## src/rtl/hc595_frame_receiver.sv

```systemverilog
// Receive-side model of a 74HC595 serial link: samples ds/shcp/stcp/oe and rebuilds {seg, selection} frames.
// Optional hex decode of the latched segment byte is enabled with the SEG_DECODE_EN macro.
module hc595_frame_receiver #(
   parameter int FRAME_BITS     = 14,
   parameter int SYNC_STAGES    = 2,
   parameter int SEG_ACTIVE_LOW = 0
) (
   input  logic       system_clock,
   input  logic       system_reset,
   input  logic       ds,
   input  logic       shcp,
   input  logic       stcp,
   input  logic       oe,
   output logic [7:0] seg,
   output logic [5:0] selection,
   output logic       frame_valid,
   output logic       frame_error,
   output logic [4:0] bit_count,
   output logic [3:0] digit,
   output logic       digit_valid
);

   if (FRAME_BITS != 14 || SYNC_STAGES < 2 || SYNC_STAGES > 4 ||
       (SEG_ACTIVE_LOW != 0 && SEG_ACTIVE_LOW != 1)) begin : g_bad_param
      $error("hc595_frame_receiver: unsupported parameter combination");
   end

   function automatic logic [4:0] sat31(input logic [4:0] c);
      return (c == 5'd31) ? c : c + 5'd1;
   endfunction

   logic [SYNC_STAGES-1:0] ds_sr, shcp_sr, stcp_sr, oe_sr;
   logic                   shcp_prev, stcp_prev;
   logic                   ds_sync, shcp_sync, stcp_sync, oe_sync;
   logic                   shcp_rise, stcp_rise;
   logic [FRAME_BITS-1:0]  shift_reg, latch_reg;
   logic                   vld_p0, err_p0;

   assign ds_sync   = ds_sr[SYNC_STAGES-1];
   assign shcp_sync = shcp_sr[SYNC_STAGES-1];
   assign stcp_sync = stcp_sr[SYNC_STAGES-1];
   assign oe_sync   = oe_sr[SYNC_STAGES-1];
   assign shcp_rise = shcp_sync & ~shcp_prev;
   assign stcp_rise = stcp_sync & ~stcp_prev;

   // Input synchronizers: equal depth on every pin keeps ds aligned with its shcp edge
   always_ff @(posedge system_clock or posedge system_reset) begin
      if (system_reset) begin
         ds_sr     <= '0;
         shcp_sr   <= '0;
         stcp_sr   <= '0;
         oe_sr     <= '0;
         shcp_prev <= 1'b0;
         stcp_prev <= 1'b0;
      end else begin
         ds_sr     <= {ds_sr[SYNC_STAGES-2:0], ds};
         shcp_sr   <= {shcp_sr[SYNC_STAGES-2:0], shcp};
         stcp_sr   <= {stcp_sr[SYNC_STAGES-2:0], stcp};
         oe_sr     <= {oe_sr[SYNC_STAGES-2:0], oe};
         shcp_prev <= shcp_sync;
         stcp_prev <= stcp_sync;
      end
   end

   // Shift/latch stage: a coincident latch sees the pre-shift register and count
   always_ff @(posedge system_clock or posedge system_reset) begin
      if (system_reset) begin
         shift_reg <= '0;
         latch_reg <= '0;
         bit_count <= '0;
         vld_p0    <= 1'b0;
         err_p0    <= 1'b0;
      end else begin
         vld_p0 <= stcp_rise;
         err_p0 <= stcp_rise && (bit_count != 5'(FRAME_BITS));
         if (stcp_rise)
            latch_reg <= shift_reg;
         if (shcp_rise)
            shift_reg <= {shift_reg[FRAME_BITS-2:0], ds_sync};
         if (stcp_rise)
            bit_count <= shcp_rise ? 5'd1 : 5'd0;
         else if (shcp_rise)
            bit_count <= sat31(bit_count);
      end
   end

   // Output stage: frame pulses and blanking-gated pin image
   always_ff @(posedge system_clock or posedge system_reset) begin
      if (system_reset) begin
         seg         <= '0;
         selection   <= '0;
         frame_valid <= 1'b0;
         frame_error <= 1'b0;
      end else begin
         frame_valid <= vld_p0;
         frame_error <= err_p0;
         seg         <= oe_sync ? 8'h00 : latch_reg[FRAME_BITS-1 -: 8];
         selection   <= oe_sync ? 6'h00 : latch_reg[5:0];
      end
   end

`ifdef SEG_DECODE_EN
   function automatic logic [4:0] seg_decode(input logic [6:0] g);
      case (g)
         7'h3F: return {1'b1, 4'h0};
         7'h06: return {1'b1, 4'h1};
         7'h5B: return {1'b1, 4'h2};
         7'h4F: return {1'b1, 4'h3};
         7'h66: return {1'b1, 4'h4};
         7'h6D: return {1'b1, 4'h5};
         7'h7D: return {1'b1, 4'h6};
         7'h07: return {1'b1, 4'h7};
         7'h7F: return {1'b1, 4'h8};
         7'h6F: return {1'b1, 4'h9};
         7'h77: return {1'b1, 4'hA};
         7'h7C: return {1'b1, 4'hB};
         7'h39: return {1'b1, 4'hC};
         7'h5E: return {1'b1, 4'hD};
         7'h79: return {1'b1, 4'hE};
         7'h71: return {1'b1, 4'hF};
         default: return 5'h00;
      endcase
   endfunction

   logic [7:0] seg_dec;
   logic [4:0] dec_p0;

   assign seg_dec = (SEG_ACTIVE_LOW != 0) ? ~latch_reg[FRAME_BITS-1 -: 8]
                                          :  latch_reg[FRAME_BITS-1 -: 8];
   assign dec_p0  = seg_decode(seg_dec[6:0]);

   // Decode lands alongside frame_valid; an unknown glyph keeps the last digit
   always_ff @(posedge system_clock or posedge system_reset) begin
      if (system_reset) begin
         digit       <= 4'h0;
         digit_valid <= 1'b0;
      end else if (vld_p0) begin
         digit_valid <= dec_p0[4];
         if (dec_p0[4])
            digit <= dec_p0[3:0];
      end
   end
`else
   assign digit       = 4'h0;
   assign digit_valid = 1'b0;
`endif

endmodule

```

## config.mk

```make
export PLATFORM = sky130hd
export DESIGN_NAME = hc595_frame_receiver
export DESIGN_NICKNAME = d
export VERILOG_FILES = /design/src/rtl/hc595_frame_receiver.sv
export SDC_FILE = /design/constraint.sdc
export NUM_CORES = 1
export LEC_CHECK = 0
export ABC_AREA = 1
export CAP_MARGIN = 20
export CELL_PAD_IN_SITES_DETAIL_PLACEMENT = 0
export CELL_PAD_IN_SITES_GLOBAL_PLACEMENT = 1
export CORE_ASPECT_RATIO = 1.2
export CORE_UTILIZATION = 45
export CTS_CLUSTER_DIAMETER = 50
export CTS_CLUSTER_SIZE = 14
export DETAILED_ROUTE_END_ITERATION = 16
export PLACE_DENSITY_LB_ADDON = 0.1
export SYNTH_ARGS = -nofsm -noshare
export SYNTH_HDL_FRONTEND = slang
export SYNTH_SLANG_ARGS = --single-unit
```

## constraint.sdc

```tcl
create_clock -name system_clock -period 6.15 [get_ports system_clock]
set_clock_uncertainty 0.1 [all_clocks]
set_input_delay 1.23 -clock system_clock [delete_from_list [all_inputs] [get_ports system_clock]]
set_output_delay 1.23 -clock system_clock [all_outputs]
set_load 0.02 [all_outputs]
```

==> results.md <==
* Status: finished, final reports clean
* Clock Tree Buf Depth at 2
* Clock latency on the worst-skew pair at 0.33 ns
* Sequential area share after synthesis at 0.6700
* Initial antenna violation count at 0
* Slowest CP cell: clkdlybuf4s50_1
* Worst path buffer plus inverter count at 1
* Hold Violations, Final at 0
* WL per Instance at 11.22 µm
* Pwr Density at 348.4 mW/mm²
* Layout cell share with drive strength beyond 1 at 0.1286
* Final HPWL DP at 2139 µm
* Fin. max-slew vios at 0
* Worst ir drop on vdd at 0.0001486 V
* GRT met1 Usage at 0.1804
* Syn Inst Count at 206
* Final setup margin at 3.440 ns
* Die Area at 0.005353 mm²
* Commonest non-fill, non-tap cell in the layout: dfrtp_1
* Die Ht at 79.95 µm
* Relative slew slack at 0.5150
* Leakage at 1.310 nW
* Share of Yosys cell area claimed by the top area cell type at 0.6700
* WHS Path Cells at 0
* Final nets at 246
* Grt total ovfl at 0
* Clock sink count at 61
* DRC Markers at 0
* Clk slew on worst S/H paths at 0.06 ns
* Max Freq at 0.3691 GHz
* Slowest cell delay on critical path at 0.63 ns
* Req. time, crit path at 4.82 ns
* Met3 GRT Util at 0.05571
* DR pass1 iterations at 4
* GP Congestion at 0.7290
* Critical Path Sink Type: output port
* Antenna Nets Post-Route at 0
* Antenna Cells at 0
* Routed via count at 1,359
* Arr. time, crit path at 1.38 ns
* Die width at 66.96 µm
* Setup TNS at 0 ns
* Syn Std Cell Area at 0.002278 mm²
* Starting Density at 0.4645
* Via/cell ratio at 4.515
* I/O Buffers at 26
* Hold-fix buffers, CTS at 0
* Worst min-delay path class: flip-flop to flip-flop
* Least-Margin Pin Slew at 0.7275 ns
* Gr busiest metal: met2
* Met2 Usage GRT at 0.2525
* Fill cell count at 434
* Row cnt at 28
* Hold worst-path end: ds_sr[1]$_DFF_PP0_
* Root Buffer: clkbuf_8
* Worst slack, placed at 3.735 ns
* Yosys cell types at 20
* All-layer global routing usage at 0.1578
* Synth top area cells: dfrtp_1 (67%), inv_1 (5.8%), nand2_1 (5.6%), o21ai_2 (5.4%), o21ai_0 (3.3%)
* CTS tree: done
* Most frequent cells in the layout: dfrtp_1 (61), inv_1 (34), nand2_1 (34), clkdlybuf4s50_1 (26), nor2_1 (17)
* Hold wc startpoint: ds_sr[0]$_DFF_PP0_
* Largest net degree at the start of global routing at 62
* RSZ-0062 raised after global routing: no
* CTS buffer count at 9
* Avg Synthesized Cell Area at 11.06 µm²
* Synth warn at 0
* Critical path class: flip-flop to output port
* Number of cells on the worst reg-to-reg path at 7
* Cts repair resizes at 0
* Boundary Pins at 32
* Crit start category: flip-flop
* Reg-to-Reg Start: bit_count[0]$_DFFE_PP0P_
* H-tree levels at 3
* Final WL at 3378 µm
* Fin crit share at 0.4406
* Synthesized flop and latch total at 61
* 1st-iter DRT viols at 78
* Area grow syn2layout at 20.43%
* CP Cell Sequence: clkdlybuf4s50_1
* Core Area at 0.004905 mm²
* Total Power at 0.9560 mW
* Post-CTS setup buffers at 0
* Max Cap Viol at 0
* # setup viols final at 0
* Post-layout min period at 2.710 ns
* Reg2reg end: bit_count[0]$_DFFE_PP0P_
* R2r setup slk at 4.38 ns
* First-pass GRT wire length at 6072 µm
* Critical Path Fanout Max at 5
* Post-synth top area cell: dfrtp_1
* Number of global-route vias before repair at 1,371
* CP delay by family, top: buffers and inverters
## metrics by stage
stage	area (µm²)	utilization	cells	hold slack (ns)
2_1_floorplan	2293	-	210	0.2312
3_3_place_gp	2551	0.5202	286	0.2336
3_5_place_dp	2551	0.5202	286	0.2380
4_1_cts	2744	0.5594	301	0.2518
5_1_grt	2744	0.5594	301	0.2568
6_report	2744	0.5594	301	0.2494
## report_power, final
| part | total (mW) | switching (mW) | internal (mW) |
|---|---|---|---|
| logic | 0.131 | 0.0773 | 0.0542 |
| registers | 0.481 | 0.0273 | 0.454 |
| clock network | 0.344 | 0.136 | 0.208 |
| total | 0.956 | 0.241 | 0.715 |
## cells by family (layout without fill, tap and decap cells)
family	count (synthesis)	in the layout	share of synthesized area
simple gates	62	62	0.1186
flops	61	61	0.6700
buf+inv	46	77	0.09500
compound gates	33	33	0.09830
fa+ha+maj	3	3	0.01648
other cells	1	5	0.001646
## cell usage after synthesis (all sizes together)
cell type	number
buf	10
and3	1
o21ai	29
dfrtp	61
conb	1
o211ai	1
inv	35
a21oi	2
ha	3
nand2	36
nand3	7
nor2	18
clkbuf	1
a41oi	1
## layer usage
layer  wire length [µm]  share of wire
met5                  0              0
met4                 65          0.019
met3                146          0.043
met2               1646           0.49
met1               1519           0.45
## how the worst max path moves through the flow
stage	endpoint	cells past startpoint	start	slack, ns
2_1_floorplan	bit_count[0]$_DFFE_PP0P_	1	system_reset	3.31
3_3_place_gp	seg[3]$_DFF_PP0_	3	system_reset	3.76
3_5_place_dp	seg[3]$_DFF_PP0_	3	system_reset	3.73
4_1_cts	bit_count[1]	1	bit_count[1]$_DFFE_PP0P_	3.41
5_1_grt	bit_count[1]	1	bit_count[1]$_DFFE_PP0P_	3.39
6_report	bit_count[1]	1	bit_count[1]$_DFFE_PP0P_	3.44
## final cells by class
cell class	count	area, µm²	area share
well taps	60	75.07	0.02736
inverters	35	131.4	0.04788
clock buffers	14	162.7	0.05928
multi-input cells	103	550.5	0.2006
clock inverters	1	30.03	0.01094
flip-flops and latches	61	1526	0.5563
repair buffers	27	267.8	0.09758
(Power assumes the default switching activity.)
